## config.mk

```make
export PLATFORM = sky130hd
export DESIGN_NAME = rr_mux_arbiter
export DESIGN_NICKNAME = d
export VERILOG_FILES = /design/src/rtl/rr_mux_arbiter.sv
export SDC_FILE = /design/constraint.sdc
export NUM_CORES = 1
export LEC_CHECK = 0
export CORE_ASPECT_RATIO = 1.75
export CORE_MARGIN = 3
export CORE_UTILIZATION = 55
export CTS_BUF_LIST = sky130_fd_sc_hd__clkbuf_4 sky130_fd_sc_hd__clkbuf_8 sky130_fd_sc_hd__clkbuf_16
export DETAILED_ROUTE_END_ITERATION = 8
export PLACE_DENSITY = 0.91
export SETUP_SLACK_MARGIN = 0.2
export SLEW_MARGIN = 25
export SYNTH_ARGS = -nofsm -noshare
export SYNTH_HDL_FRONTEND = slang
export SYNTH_SLANG_ARGS = --single-unit
export TNS_END_PERCENT = 30
```

## constraint.sdc

```tcl
create_clock -name clk -period 3.07 [get_ports clk]
set_clock_uncertainty 0.05 [all_clocks]
set_input_delay 0.307 -clock clk [delete_from_list [all_inputs] [get_ports clk]]
set_output_delay 0.307 -clock clk [all_outputs]
set_load 0.01 [all_outputs]
```

## src/rtl/rr_mux_arbiter.sv

```systemverilog
// Round-robin arbiter that time-shares one 4:1 mux among four requesters.
// Tenure is capped at MAX_HOLD cycles only while another requester is waiting.
module rr_mux_arbiter #(
    parameter int W        = 1,
    parameter int MAX_HOLD = 4
) (
    input  logic         clk,
    input  logic         rst_n,
    input  logic [3:0]   req,
    input  logic [W-1:0] a,
    input  logic [W-1:0] b,
    input  logic [W-1:0] c,
    input  logic [W-1:0] d,
    output logic [3:0]   grant,
    output logic [1:0]   sel,
    output logic         busy,
    output logic [W-1:0] dout,
    output logic         dout_valid
);

    localparam logic [0:0] S_IDLE  = 1'b0;
    localparam logic [0:0] S_GRANT = 1'b1;
    localparam logic [7:0] HOLD_LAST = 8'(MAX_HOLD - 1);

    logic [0:0]   state;
    logic [1:0]   last;
    logic [7:0]   hold_cnt;
    logic [3:0]   others;
    logic [1:0]   win_idle;
    logic [1:0]   win_own;
    logic [W-1:0] mux_d;

    // First set bit at or after start, wrapping 3->0; lowest offset wins.
    function automatic logic [1:0] pick(input logic [3:0] r, input logic [1:0] start);
        logic [1:0] idx;
        pick = start;
        for (int k = 3; k >= 0; k--) begin
            idx = start + 2'(k);
            if (r[idx]) pick = idx;
        end
    endfunction

    always_comb begin
        others   = req & ~(4'b0001 << sel);
        win_idle = pick(req, last + 2'd1);
        win_own  = pick(req, sel + 2'd1);
        case (sel)
            2'd0:    mux_d = a;
            2'd1:    mux_d = b;
            2'd2:    mux_d = c;
            default: mux_d = d;
        endcase
    end

    always_ff @(posedge clk) begin
        if (!rst_n) begin
            state      <= S_IDLE;
            grant      <= 4'b0000;
            sel        <= 2'b00;
            busy       <= 1'b0;
            dout       <= '0;
            dout_valid <= 1'b0;
            last       <= 2'd3;
            hold_cnt   <= 8'd0;
        end else begin
            dout       <= busy ? mux_d : '0;
            dout_valid <= busy;
            case (state)
                S_IDLE: begin
                    if (|req) begin
                        state    <= S_GRANT;
                        sel      <= win_idle;
                        grant    <= 4'b0001 << win_idle;
                        busy     <= 1'b1;
                        hold_cnt <= 8'd0;
                    end
                end
                S_GRANT: begin
                    if (!req[sel]) begin
                        last     <= sel;
                        hold_cnt <= 8'd0;
                        if (|others) begin
                            sel   <= win_own;
                            grant <= 4'b0001 << win_own;
                        end else begin
                            state <= S_IDLE;
                            grant <= 4'b0000;
                            busy  <= 1'b0;
                        end
                    end else if (|others && hold_cnt >= HOLD_LAST) begin
                        last     <= sel;
                        sel      <= win_own;
                        grant    <= 4'b0001 << win_own;
                        hold_cnt <= 8'd0;
                    end else if (!(|others)) begin
                        // Sole requester: keep the grant, park the counter so a
                        // newcomer triggers rotation on its first cycle.
                        if (hold_cnt < HOLD_LAST) hold_cnt <= hold_cnt + 8'd1;
                    end else begin
                        hold_cnt <= hold_cnt + 8'd1;
                    end
                end
                default: state <= S_IDLE;
            endcase
        end
    end

endmodule

```

==> results_tabular.tex <==
\begin{tabular}{lr}
\hline
Metric & Value \\
\hline
\multicolumn{2}{l}{\textbf{Setup path}} \\
Slowest library cell on the worst path & sky130\_fd\_sc\_hd\_\_or4\_4 \\
Cells traversed along the worst timing path & ha\_1 -> and2b\_1 -> or4\_4 -> a21bo\_4 -> a211oi\_1 -> a311oi\_1 \\
Top cell family by delay on the critical path & simple AND/OR/NAND/NOR gates \\
Number of buffer and inverter instances along the worst setup path & 0 \\
Critical path's largest stage delay & 0.59 ns \\
Crit Path Class & reg2reg \\
Kind of end point of the critical path & flop \\
Worst Path Required & 3.20 ns \\
Startpoint kind of the worst setup timing path & flop \\
Worst Path Max Fanout & 8 \\
Crit path arrival time & 2.49 ns \\
\multicolumn{2}{l}{\textbf{Routing}} \\
Residual antenna-violating net count after detailed routing & 0 \\
Vias per std cell & 6.49 \\
WL/cell & 17.0 um \\
Final routed wirelength across all metal layers & 3180 um \\
DRC violation count after routing & 0 \\
First DRT Iteration DRCs & 61 \\
Overall via count from detail\_route & 1214 \\
Number of iterations in the first detailed-routing pass & 4 \\
\multicolumn{2}{l}{\textbf{Clock network}} \\
Post-cts hold buffer count & 0 \\
Number of setup buffers added after CTS & 0 \\
Clock tree from TritonCTS & built \\
Count of instances resized after the clock tree is built & 0 \\
Clock latency at the later pin of the worst-skew pair & 0.30 ns \\
Count of clock tree sinks & 20 \\
H-tree depth & 1 \\
Clk pin slew, worst setup/hold paths & 0.10 ns \\
Inserted Clock Buffers & 3 \\
Clock root buffer master & sky130\_fd\_sc\_hd\_\_clkbuf\_4 \\
Maximum count of clock buffers along a single path & 2 \\
\multicolumn{2}{l}{\textbf{Synth}} \\
Dominant register cell in the synthesized netlist & sky130\_fd\_sc\_hd\_\_dfxtp\_1 \\
Share of synthesized flip-flops with an asynchronous set or reset & 0 \\
Seq/Total Area, Yosys & 0.307 \\
Post-synth EDFFs & 0 \\
Flop and latch count out of synthesis & 20 \\
YS warnings & 0 \\
Synthesized netlist net count & 164 \\
Gate Count Post-Synth & 149 \\
Synth unique cells & 54 \\
Post-Synthesis Cell Area & 0.00131 mm\^{}2 \\
Post-Syn Area per Cell & 8.76 um\^{}2 \\
\multicolumn{2}{l}{\textbf{STA}} \\
Sum Neg Setup Slack & 0 ns \\
Min Tclk post-route & 2.36 ns \\
Timing-limited maximum frequency & 424 MHz \\
Period Utilization, post-route & 0.768 \\
Pins Over Slew Limit & 0 \\
Slew headroom & 0.600 \\
Number of hold violations in the final report & 0 \\
Transition time of the tightest slew-check pin & 0.585 ns \\
Setup ws final & 0.714 ns \\
Setup repair after global routing missed its margin & false \\
Final setup violation count & 0 \\
\multicolumn{2}{l}{\textbf{Finish}} \\
Area of all placed cells without fillers & 0.00150 mm\^{}2 \\
Multi-input gate area in the final layout & 837 um\^{}2 \\
Layout cells sized above 1 & 0.104 \\
Synthesis-to-finish area growth & 14.7\% \\
Post-layout utilization of the core & 0.688 \\
Number of diodes added for antenna fixing & 0 \\
Fill cells & 178 \\
Register area & 400 um\^{}2 \\
Count of nets after finishing & 180 \\
\multicolumn{2}{l}{\textbf{Global route}} \\
Pin count of the biggest net entering global routing & 16 \\
Via count of the first global-routing pass & 1234 \\
Initial antenna violation count & 0 \\
First-pass GRT wire length & 5340 um \\
Total global-route track usage & 0.220 \\
Gr ovfl total & 0 \\
\multicolumn{2}{l}{\textbf{Outcome}} \\
Run status & completed \\
\multicolumn{2}{l}{\textbf{Placed design}} \\
RD Place Congestion & 0.865 \\
Half-perimeter wire length after placement & 2440 um \\
Placed instance area & 0.00147 mm\^{}2 \\
Port Buffers & 18 \\
Worst slack, placed & 0.454 ns \\
\multicolumn{2}{l}{\textbf{Floorplan}} \\
Number of top-level pins & 19 \\
Vertical die dimension & 70.4 um \\
Rows & 22 \\
Die X & 42.8 um \\
Initial standard-cell utilization of the core & 0.600 \\
Area of the die & 0.00302 mm\^{}2 \\
Floorplan Core Area & 0.00217 mm\^{}2 \\
\multicolumn{2}{l}{\textbf{Power and ir drop}} \\
Power density normalized to cell area & 468 mW/mm\^{}2 \\
Cell leakage power & 0.561 nW \\
Highest ir drop seen on vdd & 222 uV \\
\multicolumn{2}{l}{\textbf{Flow run}} \\
Max\_cap viols & 0 \\
\multicolumn{2}{l}{\textbf{Hold path}} \\
Hold/Removal Path Class & reg2reg \\
\hline
\end{tabular}
## power by group
group / internal, mW / switching [mW]
logic: 0.127 / 0.142
registers: 0.281 / 0.0292
clock network: 0.0458 / 0.0749
## logic make-up (layout without fill, tap and decap cells)
logic type / Yosys count / after routing / synth area share
AO/OA/AOI/OAI: 61 / 61 / 0.370
AND/OR/NAND/NOR: 47 / 47 / 0.199
flip-flops: 20 / 20 / 0.307
buffers and inverters: 14 / 28 / 0.0518
adder cells (fa/ha/maj): 5 / 5 / 0.0479
XOR/XNOR: 1 / 1 / 0.00671
multiplexers: 1 / 1 / 0.0173
## per-layer routing
layer | track usage | routed length [um] | part of all wire
met4 | 0.138 | 117 | 0.037
met1 | 0.244 | 1260 | 0.40
met3 | 0.0258 | 96 | 0.030
met2 | 0.380 | 1700 | 0.53
met5 | 0 | 0 | 0
## area by class of cell
cell class,instances,area share
Clock buffer,3,0.0151
Inverter,7,0.0176
Multi-Input combinational cell,115,0.559
Sequential cell,20,0.268
Tap cell,24,0.0201
Timing Repair Buffer,18,0.120
## flip-flops by register name, indices dropped and copies added, names as in the netlist
| signal | flops |
|---|---|
| hold_cnt | 8 |
| grant | 4 |
| last | 2 |
| sel | 2 |
| busy | 1 |
| dout | 1 |
| dout_valid | 1 |
| state | 1 |
## cell usage in the layout (no fill, tap or decap), drive strengths merged, types with 2 or more instances in the layout
cell           netlist  layout
o311ai               3       3
nor3                 3       3
and2                 6       6
nand2b               2       2
nor4                 2       2
inv                  7       7
a311oi               2       2
o21a                 4       4
a21boi               3       3
a21oi                9       9
clkbuf               2       3
dfxtp               20      20
a32oi                2       2
nand3                4       4
a2111oi              2       2
a31oi                2       2
nand3b               2       2
nand2               10      10
clkdlybuf4s50        0      18
ha                   5       5
a211oi               9       9
nor2                 8       8
o21ai               11      11
o22ai                2       2
nor2b                6       6
## worst register-to-register path, delay by kind of cell, from the launching register on
family                   cells  cell delay, ns
AO/OA/AOI/OAI                3            0.63
adder cells (fa/ha/maj)      1            0.26
AND/OR/NAND/NOR              2            0.80
flip-flops                   1            0.51
## per-stage QoR
stage          cells  total power [mW]  hold WS [ns]
2_1_floorplan    149             0.498         0.348
3_3_place_gp     184             0.569         0.395
3_5_place_dp     184             0.581         0.405
4_1_cts          187             0.697         0.433
5_1_grt          187             0.736         0.446
6_report         187             0.701         0.428
## synth_stat cells (all sizes together) (2+ instances only)
library cell | instances | area [um^2]
a21oi | 9 | 48.8
nand3b | 2 | 15.0
o21ai | 11 | 58.8
a2111oi | 2 | 23.8
nor3 | 3 | 15.0
nor2b | 6 | 45.0
buf | 5 | 33.8
nor4 | 2 | 12.5
nand2b | 2 | 12.5
a31oi | 2 | 18.8
clkbuf | 2 | 7.51
a21boi | 3 | 45.1
ha | 5 | 62.6
a311oi | 2 | 17.5
nand2 | 10 | 37.5
and2 | 6 | 38.8
o22ai | 2 | 12.5
o21a | 4 | 31.3
inv | 7 | 26.3
dfxtp | 20 | 400
a211oi | 9 | 67.6
nor2 | 8 | 30.0
a32oi | 2 | 17.5
nand3 | 4 | 20.0
o311ai | 3 | 26.3
## path summary, 6_finish.rpt
path / startpoint / to / slack [ns] / cells past startpoint
max reg2reg: sel[0] / grant[1] / 0.71 / 6
max: sel[0] / grant[1] / 0.71 / 6
min: hold_cnt[6] / hold_cnt[6] / 0.43 / 1
min reg2reg: hold_cnt[6] / hold_cnt[6] / 0.43 / 1
Note: power is estimated with default switching activity, not from simulation.
